--- config.mk ---
export PLATFORM = sky130hd
export DESIGN_NAME = d_pipe_reg
export DESIGN_NICKNAME = d
export VERILOG_FILES = /design/src/rtl/d_pipe_reg.sv
export SDC_FILE = /design/constraint.sdc
export NUM_CORES = 1
export LEC_CHECK = 0
export BUFFER_PORTS_ARGS = -buffer_cell sky130_fd_sc_hd__buf_4
export CORE_MARGIN = 1
export CORE_UTILIZATION = 57
export CTS_BUF_LIST = sky130_fd_sc_hd__clkbuf_4 sky130_fd_sc_hd__clkbuf_8
export CTS_CLUSTER_DIAMETER = 100
export CTS_CLUSTER_SIZE = 28
export DETAILED_ROUTE_END_ITERATION = 10
export PLACE_DENSITY = 0.88
export SETUP_SLACK_MARGIN = 0.05
export SYNTH_ARGS = -nofsm -noshare
export SYNTH_HDL_FRONTEND = slang
export SYNTH_SLANG_ARGS = --single-unit
--- constraint.sdc ---
create_clock -name clk -period 2.8 [get_ports clk]
set_input_delay 0.56 -clock clk [delete_from_list [all_inputs] [get_ports clk]]
set_output_delay 0.56 -clock clk [all_outputs]
set_load 0.02 [all_outputs]
--- src/rtl/d_pipe_reg.sv ---
// d_pipe_reg: parametrised multi-stage storage pipeline.
// Each stage holds a data word and a valid bit. A stage advances whenever the
// next stage is empty or itself advancing, so bubbles collapse toward the
// output. Synchronous flush clears all stages; count tracks occupied stages.
// Optional build macro PIPE_PARITY_EN adds a per-stage parity bit and drives
// out_perr; without it out_perr is tied low and the port list is unchanged.
module d_pipe_reg #(
  parameter int unsigned WIDTH = 8,
  parameter int unsigned DEPTH = 4,
  localparam int unsigned CW   = $clog2(DEPTH + 1)
) (
  input  logic             clk,
  input  logic             rst,
  input  logic             flush,
  input  logic             in_valid,
  output logic             in_ready,
  input  logic [WIDTH-1:0] in_data,
  output logic             out_valid,
  input  logic             out_ready,
  output logic [WIDTH-1:0] out_data,
  output logic [CW-1:0]    count,
  output logic             out_perr
);

  logic [WIDTH-1:0] d [DEPTH];
  logic [DEPTH-1:0] v;
  logic [DEPTH-1:0] adv;
  logic             accept;
  logic             take;
  logic [CW-1:0]    count_nxt;

  // Advance chain: built from the output stage back toward the input stage.
  always_comb begin
    logic chain;
    adv   = '0;
    chain = !v[DEPTH-1] || out_ready;
    adv[DEPTH-1] = chain;
    for (int unsigned k = 1; k < DEPTH; k++) begin
      chain = !v[DEPTH-1-k] || chain;
      adv[DEPTH-1-k] = chain;
    end
  end

  // Handshake decode; in_ready is held high while rst is asserted so the
  // producer sees a ready pipeline during reset (accepts are discarded).
  always_comb begin
    in_ready  = (adv[0] || rst) && !flush;
    accept    = in_valid && in_ready;
    take      = v[DEPTH-1] && out_ready;
    out_valid = v[DEPTH-1];
    out_data  = d[DEPTH-1];
  end

  // Occupancy next value: +1 on accept only, -1 on take only.
  always_comb begin
    count_nxt = count;
    if (accept && !take) begin
      count_nxt = count + CW'(1);
    end else if (take && !accept) begin
      count_nxt = count - CW'(1);
    end
  end

  // Stage registers, valid bits and occupancy count.
  always_ff @(posedge clk) begin
    if (rst || flush) begin
      for (int unsigned i = 0; i < DEPTH; i++) begin
        d[i] <= '0;
      end
      v     <= '0;
      count <= '0;
    end else begin
      if (adv[0]) begin
        v[0] <= accept;
        if (accept) begin
          d[0] <= in_data;
        end
      end
      for (int unsigned i = 1; i < DEPTH; i++) begin
        if (adv[i]) begin
          d[i] <= d[i-1];
          v[i] <= v[i-1];
        end
      end
      count <= count_nxt;
    end
  end

`ifdef PIPE_PARITY_EN
  logic [DEPTH-1:0] p;

  // Parity bits travel alongside their data words.
  always_ff @(posedge clk) begin
    if (rst || flush) begin
      p <= '0;
    end else begin
      if (adv[0] && accept) begin
        p[0] <= ^in_data;
      end
      for (int unsigned i = 1; i < DEPTH; i++) begin
        if (adv[i]) begin
          p[i] <= p[i-1];
        end
      end
    end
  end

  // Parity check on the output stage, qualified by out_valid.
  always_comb begin
    out_perr = v[DEPTH-1] && ((^d[DEPTH-1]) != p[DEPTH-1]);
  end
`else
  assign out_perr = 1'b0;
`endif

endmodule

# Word-level counts from Yosys, hierarchy flattened
# Memories as Yosys holds them, arrays and structs flattened.
# Cells that the tools add are included.
# classes
add_sub_neg,2
mux,21
n_bitwise,4
reduce_logical,19
# ops
cell,count
8-bit two-way mux,4
1-bit two-way mux,15
1-bit zero test,7
1-bit logical OR,6
3-bit two-way mux,2
1-bit logical AND,5
1-bit OR,4
"3-bit by 1-bit adder with 3-bit output, second input constant",1
"3-bit by 1-bit subtractor with 3-bit output, second input constant",1
2-bit nonzero test,1
# word_totals
regBits,7
mem_bits_rw,32
input_bits,13
out_inout_bits,14
n_memories,1
# mem_list
memory,depth,word_bits,read_ports,rd_clocked_by_memory_dff,write_ports,line,source
d,4,8,4,0,4,25,logic [WIDTH-1:0] d [DEPTH];

# Depth between registers and ports, before layout
# Gate-level depths: netlist (run 1).
# depth
depth_word,13
ltp_mapped,10
depth_no_buf,9

# Worst setup path before layout (run 1)
# Ideal clock, no wire load.
# synth_timing
kind,input to register
from,in out_ready
to,reg count[2]
t_arrival_ps,2650
required_ps,2730
slack_ps,80
path_stages,10
path_buffers,1
path_cell_list,and4b_1 -> buf_6 -> a31oi_1 -> and2_1 -> ha_1 -> inv_1 -> fa_1 -> xor2_1 -> or3_1 -> a21oi_1
# synth_via
elab_chain_cells,10
# synth_rtl
item,line,source
start: declaration,19,"input logic out_ready,"
1-bit logical OR *,36,chain = !v[DEPTH-1] || out_ready;
1-bit logical OR * (3 in series),39,chain = !v[DEPTH-1-k] || chain;
1-bit logical OR *,47,in_ready = (adv[0] || rst) && !flush;
1-bit logical AND *,47,
net in_ready,16,"output logic in_ready,"
1-bit logical AND *,48,accept = in_valid && in_ready;
net accept,28,logic accept;
1-bit zero test,59,end else if (take && !accept) begin
1-bit logical AND,59,
2-bit nonzero test (no line),n/a,
end signal: assignment,85,count <= count_nxt;
end: declaration,21,"output logic [CW-1:0] count,"
# The timed path passes the listed nets; every way through them passes the cells marked *.
# A chain may end at the register's enable or synchronous reset.

# Worst setup path after layout (run 1)
# layout_timing
from,reg v[3]
to,reg count[2]
# layout_via
elab_chain_cells,11
# layout_rtl
item,line,source
start: declaration,26,logic [DEPTH-1:0] v;
start signal: indexed assignment,82,v[i] <= v[i-1];
1-bit zero test *,36,
1-bit logical OR *,36,
1-bit logical OR * (3 in series),39,
1-bit logical OR *,47,
1-bit logical AND *,47,
1-bit logical AND *,48,
net accept,28,
1-bit zero test,59,
1-bit logical AND,59,
2-bit nonzero test (no line),n/a,
# Marked as above.

==> summary.txt, run 1 <==
Peak fanout along the critical path = 5
Leakage = 0.000814 µW
Die width = 55.6 µm
I/O pins = 27
Slew Viols, Final = 0
Clock tree from TritonCTS = built
Fmax = 440 MHz
Warnings from Yosys = 0
Ys async rst share = 0%
Synth cell types = 24
DIE HEIGHT = 55.6 µm
Ant diodes = 0
Worst hold start = in_valid
Number of synthesized register bits = 39
CTS clk-pin slew, worst paths = 0.10 ns
Period utilization = 81.3%
Total power = 953 µW
Clk root buf = clkbuf_4
Initial antenna violation count = 0
Commonest cells post-synth = and2_1, edfxtp_1, nor2_1
Vias = 891
Setup TNS = 0 ns
Maxcap violations = 0
Total track usage = 14.1%
PwrDens = 516 nW/µm²
DR pass1 iterations = 4
Setup bufs post-CTS = 0
DP HPWL = 1500 µm
Hold Buf Count CTS = 0
Cell area after synthesis = 1640 µm²
Status = finished, final reports clean
Final hold vios = 0
Synth top area cells = edfxtp_1, and2_1, dfxtp_1
Core area = 2730 µm²
Critical path type = reg -> reg
RePlAce Congestion = 0.783
Initial DRC count = 6
Vias in the first global route = 825
First-pass GRT wire length = 3300 µm
Gr ovfl total = 0
Port buffer count = 25
Critical path endpoint category = flip-flop
Hold crit path type = in -> reg
Final instance area = 1850 µm²
CP arrival = 2.53 ns
Row cnt = 19
Mapped Cells = 121
Initial cell density of the core = 59.9%
CTS sink cnt = 39
Die ar. = 3090 µm²
CP cell instances = and4b_1 -> a31oi_1 -> and2_1 -> ha_1 -> inv_1 -> fa_1 -> xor2_1 -> or3_1 -> a21oi_1
Peak VDD IR = 412 µV
Num CTS Buffers = 5
Largest net degree at the start of global routing = 13
Layout cells sized above 1 = 26.9%
Fin Hold WS = 0.488 ns
Mapped Avg Cell Area = 13.5 µm²
Placed cell area = 1800 µm²
RR Startpoint = v[3]
Count leader, synth = and2_1
Seq/Total Area, Yosys = 67.2%
Top_reg_cell synth = edfxtp_1
Per-cell routed wire length = 11.1 µm
RSZ-0062 raised after global routing = no
Final min period = 2.28 ns
DRT antenna net count = 0
CP max-delay cell = fa_1
Skew-Pair Late Insertion Delay = 0.32 ns
# setup viols final = 0
Worst Path Required = 3.05 ns
EDFF count, synth = 32
Synthesized Nets = 136
Top-area cell type share of the netlist area = 58.7%
Detailed Route WL = 1950 µm
Origin of the worst setup path = v[3]
CP startpoint kind = flip-flop
Worst-case clock skew = 0.00577 ns
DR DRC count = 0
Layout area overhead = 12.8%
H-tree levels = 2
Resize count post-CTS = 0
Slowest stage delay, CP = 0.37 ns
Area leader, netlist = edfxtp_1
Clock Tree Buf Depth = 2
Vias per cell = 5.06
Nets = 159
-- placed cells by master (no fill, tap or decap), drive strengths merged --
| master | synthesis | final |
|---|---|---|
| a211oi | 1 | 1 |
| a21oi | 2 | 2 |
| a31oi | 2 | 2 |
| and2 | 33 | 33 |
| and2b | 1 | 1 |
| and3b | 1 | 1 |
| and4b | 1 | 1 |
| buf | 11 | 27 |
| clkbuf | 0 | 6 |
| clkinv | 0 | 2 |
| conb | 1 | 1 |
| dfxtp | 7 | 7 |
| edfxtp | 32 | 32 |
| fa | 1 | 1 |
| ha | 1 | 1 |
| inv | 3 | 3 |
| mux2i | 1 | 1 |
| nand2 | 4 | 4 |
| nor2 | 14 | 14 |
| o21ai | 1 | 1 |
| or2 | 1 | 1 |
| or3 | 1 | 1 |
| xor2 | 2 | 2 |
-- final cells by class --
type	instances	area (µm²)
well taps	31	38.8
flip-flops and latches	39	1100
repair buffers	27	203
fillers	185	886
inverters	3	11.3
clock inverters	2	7.51
clock buffers	6	45.0
multi-input cells	68	442
-- critical path: cells and delay by family, from the launching register on --
kind | cells | cell delay, ns
adder cells (fa/ha/maj) | 2 | 0.56
flip-flops | 1 | 0.36
AO/OA/AOI/OAI | 2 | 0.36
AND/OR/NAND/NOR | 3 | 0.69
XOR/XNOR | 1 | 0.16
buffers and inverters | 1 | 0.06
-- metal layers --
metal | part of all wire (%) | vias up | global-route usage [%]
met2 | 58 | 26 | 26.5
li1 | - | 441 | -
met3 | 4.6 | 2 | 4.88
met1 | 37 | 422 | 13.7
met5 | 0 | - | 0
met4 | 0.51 | 0 | 6.43
-- report_power, final --
part	switching (µW)	total [µW]	internal, µW	leakage [µW]
registers	4.49	639	635	0.000444
clock network	156	259	103	0.0000307
logic	28.0	55.3	27.2	0.000339
total	188	953	765	0.000814
-- state kept, by name (all words and copies together), names as in the netlist --
signal	cells
count	3
v	4
d	32
-- kinds of logic after synthesis --
logic type / after synthesis / synth area share (%)
fa+ha+maj: 2 / 1.99
buf+inv: 14 / 5.81
compound gates: 6 / 2.90
simple gates: 56 / 20.2
other cells: 1 / 0.229
xor+xnor: 2 / 1.07
mux: 1 / 0.611
flops: 39 / 67.2
-- worst paths after layout --
path	endpoint	slack, ns	cells past startpoint
worst min register to register	count[2]	0.50	2
worst max-delay path	count[2]	0.52	9
worst min-delay path	v[0]	0.49	3
worst max register to register	count[2]	0.52	9
-- stage by stage --
stage | instances | worst slack [ns] | util (%)
after floorplan | 121 | 0.0803 | -
final | 176 | 0.525 | 67.6
after CTS | 176 | 0.537 | 67.6
after detailed placement | 168 | 0.284 | 65.7
after global placement | 168 | 0.375 | 65.7
after global routing | 176 | 0.422 | 67.6
Note: power is estimated with default switching activity, not from simulation.
==> inputs of run 2 (changes only) <==
Settings changed: CORE_UTILIZATION 57 to 52, PLACE_DENSITY 0.88 to 0.84.
Clock period 2.8 ns to 1.9 ns, I/O delays scaled along.
==> run 2 against run 1 <==
- via count up 1.1%
- global-route usage down 0.11 points
- utilization fell by 3.0 points
- sequential share of layout area shrank 3.0 points
- maximum frequency grew 12%
- die area grew 9.3%
- the run now ends with setup timing left
- routed wire length is 6.3% higher
- clock skew down 0.0037 ns
==> summary.txt, run 2 (same netlist as run 1, synthesis figures left out) <==
Maxcap violations = 0
DR DRC count = 0
Vias per cell = 4.62
Final instance area = 1960 µm²
Total power = 1400 µW
Final WS setup = -0.141 ns
I/O pins = 27
Commonest non-fill, non-tap cell in the layout = buf_4
# setup viols final = 1
Pint = 1120 µW
Most frequent cells in the layout = buf_4, and2_1, edfxtp_1
Port buffer count = 25
Clock tree from TritonCTS = built
RSZ-0062 raised after global routing = yes
Status = finished, violations left
DR pass1 iterations = 4
Initial DRC count = 14
DIE HEIGHT = 58.1 µm
Met2 WL = 1180 µm
Max Used Layer = met4
Total track usage = 14.0%
Fmax = 490 MHz
Ant diodes = 0
CTS clk-pin slew, worst paths = 0.10 ns
Nets = 166
PwrDens = 717 nW/µm²
Setup bufs post-CTS = 0
Sw Pwr = 285 µW
H-tree levels = 2
Sw frac = 20.3%
Final min period = 2.04 ns
CTS sink cnt = 39
Final hold vios = 0
Critical path type = reg -> reg
Gr ovfl total = 0
DRT antenna net count = 0
CP arrival = 2.31 ns
Reg power frac = 67.1%
Core area = 3030 µm²
Register with the most flip-flops = d
Hold crit path type = in -> reg
Layout cells sized above 1 = 37.1%
Worst Path Required = 2.17 ns
Num CTS Buffers = 5
Peak VDD IR = 447 µV
Row cnt = 20
Initial antenna violation count = 0
Fin Hold WS = 0.292 ns
Peak fanout along the critical path = 2
Comb pwr share = 7.1%
Placed cell area = 1890 µm²
Skew-Pair Late Insertion Delay = 0.32 ns
Clock power frac = 25.9%
Leakage = 0.000851 µW
Detailed Route WL = 2080 µm
Slew Viols, Final = 0
Hold Buf Count CTS = 0
Per-cell routed wire length = 10.6 µm
Vias = 901
CP startpoint kind = flip-flop
RePlAce Congestion = 0.726
Layout area overhead = 19.5%
Period utilization = 107%
Met3 wire len = 96 µm
Critical path endpoint category = flip-flop
Largest net degree at the start of global routing = 12
Max reg flops = 32
Clock Tree Buf Depth = 2
Die ar. = 3380 µm²
WL met1 = 764 µm
Clk root buf = clkbuf_4
Initial cell density of the core = 54.1%
First-pass GRT wire length = 3340 µm
Worst-case clock skew = 0.00208 ns
Vias in the first global route = 827
Final core utilization = 64.6%
Failing checks = setup timing
Die width = 58.1 µm
Largest regs = d x32, v x4, count x3
DP HPWL = 1590 µm
run 2: metrics by stage:
step | setup TNS [ns] | worst slack (ns) | std cells
2_1_floorplan | -0.465 | -0.342 | 121
3_3_place_gp | -0.274 | -0.226 | 188
3_5_place_dp | -0.391 | -0.287 | 188
4_1_cts | -0.155 | -0.155 | 195
5_1_grt | -0.231 | -0.231 | 195
6_report | -0.141 | -0.141 | 195
run 2: power groups by stage:
stage | clock, µW | sequential [µW] | combinational, µW
2_1_floorplan | 0 | 962 | 48.1
3_3_place_gp | 0 | 959 | 90.3
3_5_place_dp | 0 | 960 | 95.3
4_1_cts | 375 | 941 | 95.4
5_1_grt | 409 | 942 | 109
6_report | 363 | 941 | 99.4
run 2: layer usage:
layer | GRT usage, % | vias up
met3 | 7.37 | 4
met4 | 5.10 | 0
met2 | 26.4 | 24
met5 | 0 | -
met1 | 12.4 | 417
li1 | - | 456
run 2: final timing paths:
path              startpoint        to  slack (ns)  depth (start not counted)
setup / recovery        v[1]  count[2]       -0.14                          9
setup reg to reg        v[1]  count[2]       -0.14                          9
hold / removal      in_valid      v[0]        0.29                          3
hold reg to reg         v[1]      v[2]        0.48                          2
run 2: repair_timing:
| action | 4_1_cts | 5_1_grt |
|---|---|---|
| endpoints found under the setup margin | 1 | 10 |
| pin swaps | 0 | 1 |
| gates resized for setup | 0 | 6 |
run 2: final cells by class:
| type | count | area, µm² |
|---|---|---|
| clock buffer | 5 | 37.5 |
| clock inverter | 2 | 8.76 |
| fill | 227 | 1070 |
| inverter | 3 | 11.3 |
| multi-input combinational | 68 | 482 |
| sequential | 39 | 1110 |
| tap | 44 | 55.1 |
| timing repair buffer | 34 | 255 |
run 2: critical path: stages, from the launching register on:
cell and delay, ns:
dfxtp_2 0.33, and4b_2 0.26, a31oi_4 0.16, and2_4 0.17
ha_4 0.12, inv_2 0.03, fa_2 0.33, xor2_1 0.15
or3_1 0.30, a21oi_1 0.12
==> inputs of run 3 (changes only) <==
--- a/config.mk
+++ b/config.mk
@@ -6,4 +6,5 @@
 export NUM_CORES = 1
 export LEC_CHECK = 0
+export ABC_AREA = 1
 export BUFFER_PORTS_ARGS = -buffer_cell sky130_fd_sc_hd__buf_4
 export CORE_MARGIN = 1
==> constraint.sdc (replaced) <==
create_clock -name clk -period 1.9 [get_ports clk]
set_input_delay 0.38 -clock clk [delete_from_list [all_inputs] [get_ports clk]]
set_output_delay 0.38 -clock clk [all_outputs]
set_load 0.1 [all_outputs]
==> run 3 against run 2 <==
- the run now ends clean
- maximum frequency increased by 13%
- cell count grew 19%
- sequential share of layout area down 1.2 points
==> summary.txt, run 3 <==
Status = finished, final reports clean
Peak fanout along the critical path = 4
Num CTS Buffers = 5
Mapped Cells = 160
Synth top area cells = edfxtp_1, inv_1, dfxtp_1
Final min period = 1.80 ns
WHS Path Cells = 3
Per-cell routed wire length = 10.2 µm
Seq/Total Area, Yosys = 64.7%
Port buffer count = 25
Largest net degree at the start of global routing = 13
Area leader, netlist = edfxtp_1
DR DRC count = 0
Initial cell density of the core = 55.3%
PwrDens = 750 nW/µm²
Worst Path Required = 2.12 ns
DRT antenna net count = 0
Most frequent cells in the layout = inv_1, nor2_1, edfxtp_1
Critical path endpoint category = flip-flop
Layout cells sized above 1 = 27.1%
Nets = 202
Synth cell types = 20
Hold crit path type = in -> reg
Critical path type = reg -> reg
Hold Buf Count CTS = 0
First-pass GRT wire length = 3920 µm
Mapped Avg Cell Area = 10.6 µm²
Fmax = 556 MHz
FF-to-FF setup slack = 0.10 ns
Row cnt = 20
Leakage = 0.000865 µW
RePlAce Congestion = 0.831
Peak VDD IR = 536 µV
Number of synthesized register bits = 39
Gr ovfl total = 0
Register with the most flip-flops = d
FILL cells = 236
Vias in the first global route = 991
Layout area overhead = 17.1%
Commonest cells post-synth = inv_1, nor2_1, edfxtp_1
DIE HEIGHT = 59.2 µm
Total power = 1490 µW
Synthesized Nets = 175
Cell area after synthesis = 1700 µm²
Total track usage = 15.6%
Final core utilization = 64.8%
Detailed Route WL = 2370 µm
Top-area cell type share of the netlist area = 56.5%
Ant diodes = 0
Max reg flops = 32
Vias = 1036
Clock tree from TritonCTS = built
Top_reg_cell synth = edfxtp_1
H-tree levels = 2
Worst R2R Path Depth = 12
Worst hold start = in_data[3]
Core area = 3080 µm²
# setup viols final = 0
Initial antenna violation count = 0
Clk root buf = clkbuf_4
Slew Viols, Final = 0
Hold EP = d[0][3]
CP startpoint kind = flip-flop
Commonest non-fill, non-tap cell in the layout = inv_1
RSZ-0062 raised after global routing = yes
CTS clk-pin slew, worst paths = 0.11 ns
Largest regs = d x32, v x4, count x3
Die width = 59.2 µm
Reg-to-reg endpoint = count[2]
Final hold vios = 0
Count leader, synth = inv_1
EDFF count, synth = 32
Period utilization = 94.6%
Skew-Pair Late Insertion Delay = 0.32 ns
CTS sink cnt = 39
I/O pins = 27
Maxcap violations = 0
DP HPWL = 1720 µm
CP arrival = 2.02 ns
Die ar. = 3510 µm²
Vias per cell = 4.47
DR pass1 iterations = 4
Clock Tree Buf Depth = 2
Initial DRC count = 29
RR Startpoint = v[3]
Ys async rst share = 0%
Warnings from Yosys = 0
Worst-case clock skew = 0.00131 ns
run 3: cell count changes after synthesis, sizes merged, moves of 4 or more:
cell and change:
and2 -33, nor2 +23, nand2 +9, nand4 +4, inv +41
run 3: final cells by class:
type | count | area (µm²) | share of cell area [%]
clock buffer | 6 | 51.3 | 2.57
clock inverter | 2 | 11.3 | 0.565
inverter | 44 | 168 | 8.41
multi-input combinational | 68 | 382 | 19.1
sequential | 39 | 1100 | 55.4
tap | 44 | 55.1 | 2.76
timing repair buffer | 29 | 221 | 11.1
run 3: how the worst max path moves through the flow:
stage	depth (start not counted)	endpoint	from	slack, ns
finish	12	count[2]	v[3]	0.10
detailed placement	12	count[2]	out_ready	-0.01
global route	13	count[2]	v[3]	-0.007
CTS	12	count[2]	v[3]	0.06
global placement	12	count[2]	out_ready	0.09
floorplan	10	count[1]	v[3]	-0.03
run 3: timing repair:
action / 4_1_cts / 5_1_grt
resized for setup: 1 / 3
setup buffers: 0 / 1
setup endpoints to repair: 1 / 3
pin swaps: 0 / 3
run 3: kinds of logic (layout without fill, tap and decap cells):
group | after synthesis | after routing | synth area share [%]
flip-flops | 39 | 39 | 64.7
AND/OR/NAND/NOR | 56 | 56 | 16.0
adder cells (fa/ha/maj) | 2 | 2 | 1.91
XOR/XNOR | 1 | 1 | 0.515
buffers and inverters | 53 | 81 | 13.7
other | 1 | 1 | 0.220
AO/OA/AOI/OAI | 8 | 8 | 2.94
run 3: stage by stage:
stage	setup WS, ns	instances	cell area (µm²)	hold slack (ns)	TNS, ns
2_1_floorplan	-0.0311	160	1710	0.485	-0.0411
3_3_place_gp	0.0863	223	1910	0.457	0
3_5_place_dp	-0.0105	223	1910	0.501	-0.0105
4_1_cts	0.0636	231	1970	0.335	0
5_1_grt	-0.00749	232	1990	0.340	-0.0121
6_report	0.102	232	1990	0.347	0
run 3: worst max-delay path, cell delays in order (launching register included):
cell and delay, ns:
dfxtp_4 0.38, inv_4 0.07, nor2_4 0.04, nand4_4 0.07, o21ai_2 0.06, nor2_1 0.10
ha_2 0.20, inv_2 0.04, fa_2 0.34, nand2_1 0.09, nand3_2 0.10, o21ai_2 0.16
a21oi_1 0.06
run 3: routing by layer:
layer	GRT usage, %	vias up	routed length (µm)
met2	30.8	27	1380
met5	0	-	0
met4	5.10	0	33
met1	15.1	473	878
li1	-	532	-
met3	4.59	4	78
run 3: power by group:
part           internal, µW  switching (µW)
combinational          43.2            88.0
sequential              934            8.45
clock                   176             245
total                  1150             342
